$ cat src/rtl/ip_sec_mailbox_writer_pkg.sv
// rtl/ip_sec_mailbox_writer_pkg.sv - shared constants, state encoding and status word helper for the mailbox writer
package ip_sec_mailbox_writer_pkg;

    localparam logic [7:0] STATUS_TAG = 8'hA5;

    localparam int unsigned MBOX_WIN      = 16;
    localparam int unsigned MBOX_BASE_IP1 = 48;
    localparam int unsigned MBOX_BASE_IP2 = 64;
    localparam int unsigned MBOX_BASE_IP3 = 80;
    localparam int unsigned MBOX_BASE_IP4 = 96;
    localparam int unsigned MBOX_BASE_IP5 = 112;

    typedef enum logic [1:0] {
        ST_IDLE  = 2'd0,
        ST_WRITE = 2'd1,
        ST_GAP   = 2'd2
    } mbox_state_t;

    function automatic logic [31:0] status_word(
        input logic [7:0] ip_id,
        input logic [4:0] occ,
        input logic [7:0] seq
    );
        return {STATUS_TAG, ip_id, 3'b000, occ, seq};
    endfunction

endpackage

$ cat src/rtl/ip_sec_mailbox_writer_fifo.sv
// rtl/ip_sec_mailbox_writer_fifo.sv - sec_evt_fifo, synchronous event FIFO with full/empty flags and async clear
module sec_evt_fifo #(
    parameter int DEPTH = 4,
    parameter int WIDTH = 32
) (
    input  logic             clk,
    input  logic             resetn,
    input  logic             push,
    input  logic [WIDTH-1:0] push_data,
    input  logic             pop,
    output logic [WIDTH-1:0] pop_data,
    output logic             full,
    output logic             empty
);

    localparam int AW = $clog2(DEPTH);

    logic [WIDTH-1:0] mem [DEPTH];
    // One extra pointer bit distinguishes full from empty when the indices match.
    logic [AW:0]      wr_ptr;
    logic [AW:0]      rd_ptr;

    assign empty    = (wr_ptr == rd_ptr);
    assign full     = (wr_ptr[AW] != rd_ptr[AW]) && (wr_ptr[AW-1:0] == rd_ptr[AW-1:0]);
    assign pop_data = mem[rd_ptr[AW-1:0]];

    always_ff @(posedge clk or negedge resetn) begin
        if (!resetn) begin
            wr_ptr <= '0;
            rd_ptr <= '0;
        end else begin
            if (push && !full) begin
                wr_ptr <= wr_ptr + 1'b1;
            end
            if (pop && !empty) begin
                rd_ptr <= rd_ptr + 1'b1;
            end
        end
    end

    always_ff @(posedge clk) begin
        if (push && !full) begin
            mem[wr_ptr[AW-1:0]] <= push_data;
        end
    end

endmodule

$ cat src/rtl/ip_sec_mailbox_writer.sv
// rtl/ip_sec_mailbox_writer.sv - posts IP security events and status words into the SPC mailbox window
module ip_sec_mailbox_writer
    import ip_sec_mailbox_writer_pkg::*;
#(
    parameter int unsigned BASE   = MBOX_BASE_IP1,
    parameter int unsigned WIN    = MBOX_WIN,
    parameter int unsigned IP_ID  = 1,
    parameter int unsigned FDEPTH = 4
) (
    input  logic        PHI1,
    input  logic        MASRSTN,
    input  logic        EVT_VALID,
    input  logic [31:0] EVT_DATA,
    output logic        EVT_READY,
    input  logic        SPCDIS,
    input  logic        SPCREQ,
    input  logic        RD_ACK,
    output logic [31:0] DAddrE,
    output logic [31:0] DOutE,
    output logic        DWriteE,
    output logic        IP_EN,
    output logic [4:0]  OCC
);

    localparam logic [31:0] ADDR_FIRST = 32'(BASE);
    localparam logic [31:0] ADDR_LAST  = 32'(BASE + WIN - 1);
    localparam logic [4:0]  OCC_FULL   = 5'(WIN - 1);
    localparam logic [7:0]  ID8        = 8'(IP_ID);

    mbox_state_t state_q;
    mbox_state_t state_d;

    logic [31:0] daddr_q;
    logic [31:0] dout_q;
    logic [4:0]  occ_q;
    logic [4:0]  occ_d;
    logic [7:0]  seq_q;
    logic        pend_q;
    logic        req_q;
    logic        ip_en_q;
    logic        run_q;

    logic        fifo_full;
    logic        fifo_empty;
    logic [31:0] fifo_head;
    logic        fifo_push;
    logic        fifo_pop;

    logic        req_edge;
    logic        can_issue;
    logic        issue;
    logic        in_write;
    logic [31:0] word;
    logic [31:0] addr_next;

    // run_q keeps EVT_READY low while reset is held and until the first edge after release.
    assign EVT_READY = run_q && !SPCDIS && !fifo_full;
    assign fifo_push = EVT_VALID && EVT_READY;
    assign req_edge  = SPCREQ && !req_q;
    assign in_write  = (state_q == ST_WRITE);

    // Status bypasses SPCDIS; FIFO data waits for the disable to drop.
    assign can_issue = (occ_q < OCC_FULL) && (pend_q || (!fifo_empty && !SPCDIS));
    assign fifo_pop  = issue && !pend_q;
    assign word      = pend_q ? status_word(ID8, occ_q, seq_q) : fifo_head;
    assign addr_next = (daddr_q == ADDR_LAST) ? ADDR_FIRST : daddr_q + 32'd1;

    assign DAddrE  = daddr_q;
    assign DOutE   = dout_q;
    assign DWriteE = in_write;
    assign IP_EN   = ip_en_q;
    assign OCC     = occ_q;

    sec_evt_fifo #(
        .DEPTH (FDEPTH),
        .WIDTH (32)
    ) u_fifo (
        .clk       (PHI1),
        .resetn    (MASRSTN),
        .push      (fifo_push),
        .push_data (EVT_DATA),
        .pop       (fifo_pop),
        .pop_data  (fifo_head),
        .full      (fifo_full),
        .empty     (fifo_empty)
    );

    // GAP may issue straight into the next WRITE so back-to-back words land two cycles apart.
    always_comb begin
        state_d = state_q;
        issue   = 1'b0;
        case (state_q)
            ST_IDLE: begin
                if (can_issue) begin
                    state_d = ST_WRITE;
                    issue   = 1'b1;
                end
            end
            ST_WRITE: begin
                state_d = ST_GAP;
            end
            ST_GAP: begin
                if (can_issue) begin
                    state_d = ST_WRITE;
                    issue   = 1'b1;
                end else begin
                    state_d = ST_IDLE;
                end
            end
            default: begin
                state_d = ST_IDLE;
            end
        endcase
    end

    // The word is counted while its strobe is high, so an RD_ACK in that same cycle cancels out.
    always_comb begin
        occ_d = occ_q;
        if (in_write && !RD_ACK) begin
            occ_d = occ_q + 5'd1;
        end else if (!in_write && RD_ACK && (occ_q != 5'd0)) begin
            occ_d = occ_q - 5'd1;
        end
    end

    always_ff @(posedge PHI1 or negedge MASRSTN) begin
        if (!MASRSTN) begin
            state_q <= ST_IDLE;
        end else begin
            state_q <= state_d;
        end
    end

    always_ff @(posedge PHI1 or negedge MASRSTN) begin
        if (!MASRSTN) begin
            daddr_q <= ADDR_FIRST;
            dout_q  <= 32'd0;
            occ_q   <= 5'd0;
            seq_q   <= 8'd0;
            pend_q  <= 1'b0;
            req_q   <= 1'b0;
            ip_en_q <= 1'b1;
            run_q   <= 1'b0;
        end else begin
            run_q   <= 1'b1;
            req_q   <= SPCREQ;
            ip_en_q <= !SPCDIS;
            occ_q   <= occ_d;
            // Further request edges while a status word is pending fold into that one word.
            pend_q  <= req_edge || (pend_q && !issue);
            if (issue) begin
                daddr_q <= addr_next;
                dout_q  <= word;
                seq_q   <= seq_q + 8'd1;
            end
        end
    end

endmodule

$ cat config.mk
export PLATFORM = sky130hd
export DESIGN_NAME = ip_sec_mailbox_writer
export DESIGN_NICKNAME = d
export VERILOG_FILES = /design/src/rtl/ip_sec_mailbox_writer_pkg.sv /design/src/rtl/ip_sec_mailbox_writer_fifo.sv /design/src/rtl/ip_sec_mailbox_writer.sv
export SDC_FILE = /design/constraint.sdc
export NUM_CORES = 1
export LEC_CHECK = 0
export BUFFER_PORTS_ARGS = -buffer_cell sky130_fd_sc_hd__buf_2
export CAP_MARGIN = 25
export CORE_UTILIZATION = 54
export CTS_CLUSTER_SIZE = 40
export DETAILED_ROUTE_END_ITERATION = 12
export PLACE_DENSITY = 0.77
export SYNTH_ARGS = -nofsm -noshare
export SYNTH_HDL_FRONTEND = slang
export SYNTH_SLANG_ARGS = --single-unit
$ cat constraint.sdc
create_clock -name PHI1 -period 3.75 [get_ports PHI1]
set_input_delay 0.375 -clock PHI1 [delete_from_list [all_inputs] [get_ports PHI1]]
set_output_delay 0.375 -clock PHI1 [all_outputs]
set_load 0.01 [all_outputs]
### After elaboration in Yosys (flattened, before gate mapping)

Memories as Yosys holds them, arrays and structs flattened.
Cells that the tools add are included.
Widths: inputs -> output; s select.

| word-level totals | value |
|---|---|
| register bits | 89 |
| RAM bits | 128 |
| input port bits | 38 |
| word-level logic and storage cells | 65 |
| memories kept | 1 |

Memory list:

| name | words | width | read ports | clocked after Yosys merged registers in | wr ports | line | RTL |
|---|---|---|---|---|---|---|---|
| u_fifo.mem | 4 | 32 | 1 | 0 | 1 | ip_sec_mailbox_writer_fifo.sv:18 | `logic [WIDTH-1:0] mem [DEPTH];` |

| cells by class | value |
|---|---|
| add/sub/neg operators | 6 |
| order comparisons | 1 |
| eq/ne operators | 7 |
| mux-type cells | 11 |
| reduce and logical (&&, ||, !) cells | 28 |

Operator list:

| operator | number |
|---|---|
| $mux 32 | 2 |
| $add 32x1->32 const B | 1 |
| $eq 32x6->1 const B | 1 |
| $logic_and 1x1->1 | 14 |
| $mux 5 | 2 |
| $add 8x1->8 const B | 1 |
| $logic_not 1->1 | 8 |
| $add 3x1->3 const B | 2 |
| $pmux 2 s3 | 1 |
| $add 5x1->5 const B | 1 |
| $lt 5x4->1 const B | 1 |
| $mux 1 | 5 |
| $reduce_bool 5->1 | 1 |
| $sub 5x1->5 const B | 1 |
| $eq 3x3->1 | 1 |
| $eq 2x1->1 const B | 1 |
| $eq 2x2->1 | 1 |
| $eq 2x2->1 const B | 1 |
| $logic_not 2->1 | 1 |
| $logic_or 1x1->1 | 2 |
| $mux 2 | 1 |
| $ne 2x2->1 const B | 1 |
| $reduce_bool 2->1 | 1 |
| $reduce_or 2->1 | 1 |
| $ne 1x1->1 | 1 |

### Logic depth before layout (Yosys ltp)

| logic depth | value |
|---|---|
| depth after elaboration | 10 |
| mapped depth | 8 |

### Modules after synthesis

From an unflattened synthesis, not the netlist that was laid out.

| second synthesis, totals | value |
|---|---|
| cells, all modules | 579 |
| area total of the unflattened synthesis | 8,852.2 sq um |

By module, submodules not included:

| module | times used | cells an instance | area an instance (sq um) |
|---|---|---|---|
| sec_evt_fifo | 1 | 216 | 5,077.4 |
| ip_sec_mailbox_writer | 1 | 363 | 3,774.9 |

### Worst setup path after synthesis

OpenSTA, ideal clock, no wires.

| timing path | value |
|---|---|
| kind | flip-flop to flip-flop |
| start point | register u_fifo.rd_ptr[0] |
| end point | memory u_fifo.mem[3][0] (enable) |
| library setup time | 0.394 ns |
| arrival time | 2.073 ns |
| required time | 3.356 ns |
| path slack | 1.283 ns |
| cell stages (with the launch flop) | 5 |
| buffers on the path | 1 |
| cells stage by stage | dfrtp_1 -> buf_4 -> xnor2_4 -> a311oi_2 -> and3_1 |

| on the way | value |
|---|---|
| longest elaborated chain between the ends | 8 |

Ends and longest elaborated chain:

| element | line | RTL |
|---|---|---|
| start: declaration | ip_sec_mailbox_writer_fifo.sv:21 | `logic [AW:0] rd_ptr;` |
| start signal: assignment | ip_sec_mailbox_writer_fifo.sv:36 | `rd_ptr <= rd_ptr + 1'b1;` |
| $eq 2x2->1 | ip_sec_mailbox_writer_fifo.sv:24 | `assign full = (wr_ptr[AW] != rd_ptr[AW]) && (wr_ptr[AW-1:0] == rd_ptr[AW-1:0]);` |
| $logic_and 1x1->1 | ip_sec_mailbox_writer_fifo.sv:24 |  |
| $logic_not 1->1 | ip_sec_mailbox_writer.sv:57 | `assign EVT_READY = run_q && !SPCDIS && !fifo_full;` |
| $logic_and 1x1->1 | ip_sec_mailbox_writer.sv:57 |  |
| via EVT_READY | ip_sec_mailbox_writer.sv:14 | `output logic EVT_READY,` |
| $logic_and 1x1->1 | ip_sec_mailbox_writer.sv:58 | `assign fifo_push = EVT_VALID && EVT_READY;` |
| $logic_and 1x1->1 | ip_sec_mailbox_writer_fifo.sv:42 | `if (push && !full) begin` |
| $mux 1 | ip_sec_mailbox_writer_fifo.sv:42 |  |
| $mux 1 (implied by the code) | ip_sec_mailbox_writer_fifo.sv:43 | `mem[wr_ptr[AW-1:0]] <= push_data;` |
| end: declaration | ip_sec_mailbox_writer_fifo.sv:18 |  |

The timed path passes the listed nets, and every way through them passes these cells.

### Worst setup path after layout

| timing path | value |
|---|---|
| start point | register pend_q |
| end point | register seq_q[5] |

| on the way | value |
|---|---|
| longest elaborated chain between the ends | 4 |

Ends and longest elaborated chain:

| element | line | RTL |
|---|---|---|
| start: declaration | ip_sec_mailbox_writer.sv:38 | `logic pend_q;` |
| start signal: assignment | ip_sec_mailbox_writer.sv:150 | `pend_q <= req_edge \|\| (pend_q && !issue);` |
| $logic_or 1x1->1 | ip_sec_mailbox_writer.sv:63 | `assign can_issue = (occ_q < OCC_FULL) && (pend_q \|\| (!fifo_empty && !SPCDIS));` |
| $logic_and 1x1->1 | ip_sec_mailbox_writer.sv:63 |  |
| $mux 1 | ip_sec_mailbox_writer.sv:94, ip_sec_mailbox_writer.sv:103 |  |
| $mux 1 | -- |  |
| end signal: assignment | ip_sec_mailbox_writer.sv:154 | `seq_q <= seq_q + 8'd1;` |
| end: declaration | ip_sec_mailbox_writer.sv:37 | `logic [7:0] seq_q;` |

Every way passes these cells.
A chain may end at the register's enable or synchronous reset.

==> results.sh <==
export IMPL_clock_tree_from_tritoncts="done"
export IMPL_synth_mux_area_fraction=0.104
export IMPL_pre_cts_ws_ns=1.12
export IMPL_synth_cell_area_sq_um=8830
export IMPL_routedWlPerCell_um=18.8
export IMPL_setup_slack_ns=1.11
export IMPL_finalHoldWorstSlack_ns=0.0467
export IMPL_critical_path_required_ns=4.14
export IMPL_number_of_ports_placed_on_the_die_boundary=110
export IMPL_insertedDiodeCount=0
export IMPL_routed_wirelength_um=17200
export IMPL_worstMarginPinSlew_ns=0.925
export IMPL_crit_path_max_fanout=31
export IMPL_routabilityCongestion=0.828
export IMPL_max_slew_margin=0.384
export IMPL_power_static_leakage_nw=4.28
export IMPL_power_per_cell_area_nw_per_um2=722
export IMPL_grt_overflow_total=0
export IMPL_totalNegativeSetupSlack_ns=0
export IMPL_core_region_area_sq_um=15900
export IMPL_synth_cells_most_frequent="edfxtp_1 (128), dfrtp_1 (86), nand2_1 (73)"
export IMPL_cts_root_buf="clkbuf_16"
export IMPL_drt_pass1_iter_count=4
export IMPL_synth_enable_flop_cells=128
export IMPL_grt_antenna_before_repair=1
export IMPL_ys_warn_count=0
export IMPL_post_cts_repair_setup_buffers=0
export IMPL_vias=5159
export IMPL_power_switching_mw=2.34
export IMPL_synth_main_ff_cell="edfxtp_1"
export IMPL_nNetsFinal=732
export IMPL_clk_insertion_delay_late_ns=0.50
export IMPL_clkPwrFrac=0.280
export IMPL_ant_nets=0
export IMPL_share_seq_of_total_power=0.441
export IMPL_clock_skew_final_ns=0.0146
export IMPL_synth_top_family_by_area="simple AND/OR/NAND/NOR gates"
export IMPL_netlist_top_cells_area="edfxtp_1 (44%), dfrtp_1 (24%), mux4_2 (8.2%)"
export IMPL_count_of_placed_standard_cells_in_the_final_layout_fillers_left_out=915
export IMPL_die_w_um=130
export IMPL_clkSinkCount=217
export IMPL_max_freq_mhz=379
export IMPL_post_route_cells_drive_above_1_share=0.289
export IMPL_floorplan_initialDensity=0.554
export IMPL_synth_cell_types=49
export IMPL_cap_viol_max_count=0
export IMPL_hpwl_um=10700
export IMPL_synth_compound_area_frac=0.0222
export IMPL_clockBufferDepth=3
export IMPL_post_synth_and_or_nand_nor_area_fraction=0.107
export IMPL_asyncSetResetFlopFracSynth=0.410
export IMPL_track_usage=0.216
export IMPL_cts_buffers_inserted=22
export IMPL_place_inst=874
export IMPL_post_route_min_period_ns=2.64
export IMPL_grt_first_pass_wirelength_um=27700
export IMPL_via_count_of_the_first_global_routing_pass=5355
export IMPL_die_height_um=130
export IMPL_htreeDepth=1
export IMPL_synth_adder_area_share=0.0164
export IMPL_final_hold_violation_count=0
export IMPL_swShare=0.315
export IMPL_dieArea_sq_um=16900
export IMPL_power_frac_comb=0.279
export IMPL_syn_inst=567
export IMPL_run_status="finished, final reports clean"
export IMPL_crit_type="flop to flop"
export IMPL_total_of_endpoints_with_negative_setup_slack_in_the_final_report=0
export IMPL_yosys_area_share_xor_xnor=0.0456
export IMPL_worstPathArrival_ns=3.03
export IMPL_vdd_ir_drop_worst_mv=0.473
export IMPL_yosys_area_top_type="edfxtp_1"
export IMPL_floorplan_rows=46
export IMPL_critPathCaptureType="flop"
export IMPL_worst_setup_path_start_kind="flop"
export IMPL_fill_cells=1145
export IMPL_io_buffer_count=109
export IMPL_detailedRoute_firstIterationViolations=313
export IMPL_post_synth_cell_area_avg_sq_um=15.6
export IMPL_syn_nets=616
export IMPL_layout_area_overhead_vs_synth_pct=16.3
export IMPL_internal_power_mw=5.08
export IMPL_avgViaCountPerCell=5.64
export IMPL_period_share=0.704
export IMPL_finalMaxSlewViolations=0
export IMPL_pin_count_of_the_biggest_net_entering_global_routing=64
export IMPL_synth_seq_cells=217
export IMPL_cts_clk_slew_worst_paths_ns=0.06
export IMPL_synthMostInstantiatedCell="edfxtp_1"
export IMPL_remaining_drc_errors=0
export IMPL_unrepaired_setup_endpoints_after_global_routing="false"
export IMPL_ys_seq_area_frac=0.688
export IMPL_path_class_of_the_lowest_slack_min_delay_path="primary input to flop"
export IMPL_post_synth_top_area_fraction=0.435
power groups by stage:
stage | clock, mW | combinational (mW) | sequential (mW)
after global routing | 2.21 | 2.31 | 3.31
after CTS | 2.13 | 2.11 | 3.26
after detailed placement | 0 | 2.09 | 3.31
after floorplan | 0 | 1.48 | 3.27
final | 2.08 | 2.07 | 3.27
after global placement | 0 | 2.02 | 3.28
worst paths after layout:
check / start / end / slack [ns] / depth (start not counted)
max reg2reg: pend_q / seq_q[5] / 1.11 / 6
max in group asynchronous: MASRSTN / OCC[2] / 2.33 / 3
min in group asynchronous: MASRSTN / OCC[1] / 0.50 / 2
min: SPCREQ / req_q / 0.05 / 1
min reg2reg: state_q[1] / state_q[1] / 0.43 / 1
max: pend_q / seq_q[5] / 1.11 / 6
cell families after synthesis:
group / count (synthesis)
fa+ha+maj: 11
other cells: 1
xor+xnor: 43
compound gates: 35
simple gates: 178
flops: 217
mux: 51
buf+inv: 31
placed cells by master (no fill, tap or decap), types with 9 or more instances in the layout:
cell type / instances
and3_1: 10
buf_2: 108
clkbuf_16: 22
dfrtp_1: 84
edfxtp_1: 128
ha_1: 10
mux2i_1: 15
mux4_2: 32
nand2_1: 73
nand3_1: 18
nand3b_1: 14
nand4_1: 9
nor2_1: 14
o21ai_0: 23
xnor2_1: 27
xor2_1: 14
flip-flops by register name (all words and copies together), names as in the netlist:
signal,count
DOutE,32
req_q,1
u_fifo.wr_ptr,3
u_fifo.mem,128
seq_q,8
DAddrE,32
state_q,2
run_q,1
OCC,5
pend_q,1
IP_EN,1
u_fifo.rd_ptr,3
cell type report:
type                    count  area [sq um]  share of cell area
inverters                   8          30.0             0.00292
clock buffers              25           562              0.0547
well taps                 216           270              0.0263
clock inverters            15           129              0.0125
multi-input cells         319          2610               0.254
flip-flops and latches    217          6080               0.592
repair buffers            115           596              0.0580
critical path: stages, from the launching register on:
cell and delay (ns):
dfrtp_1 0.83, nand2b_1 0.21, and3_1 0.25, nand2_2 0.29, inv_2 0.55, nand4_1 0.22, xnor2_1 0.17
routing by layer:
metal | track usage | share of wire
met3 | 0.0422 | 0.063
met1 | 0.282 | 0.42
met5 | 0 | 0.00046
met4 | 0.0670 | 0.017
met2 | 0.370 | 0.50
through the flow:
stage | util | power (mW) | instance area, sq um
after floorplan | - | 4.74 | 8830
after global placement | 0.600 | 5.31 | 9570
after detailed placement | 0.600 | 5.39 | 9570
after CTS | 0.644 | 7.50 | 10300
after global routing | 0.644 | 7.83 | 10300
final | 0.644 | 7.42 | 10300
timing repair:
item,4_1_cts,5_1_grt
setup endpoints to repair,0,0
hold buffers,1,0
hold endpoints to repair,11,0
gates resized for setup,0,0
Power figures use the tool's default switching activity.
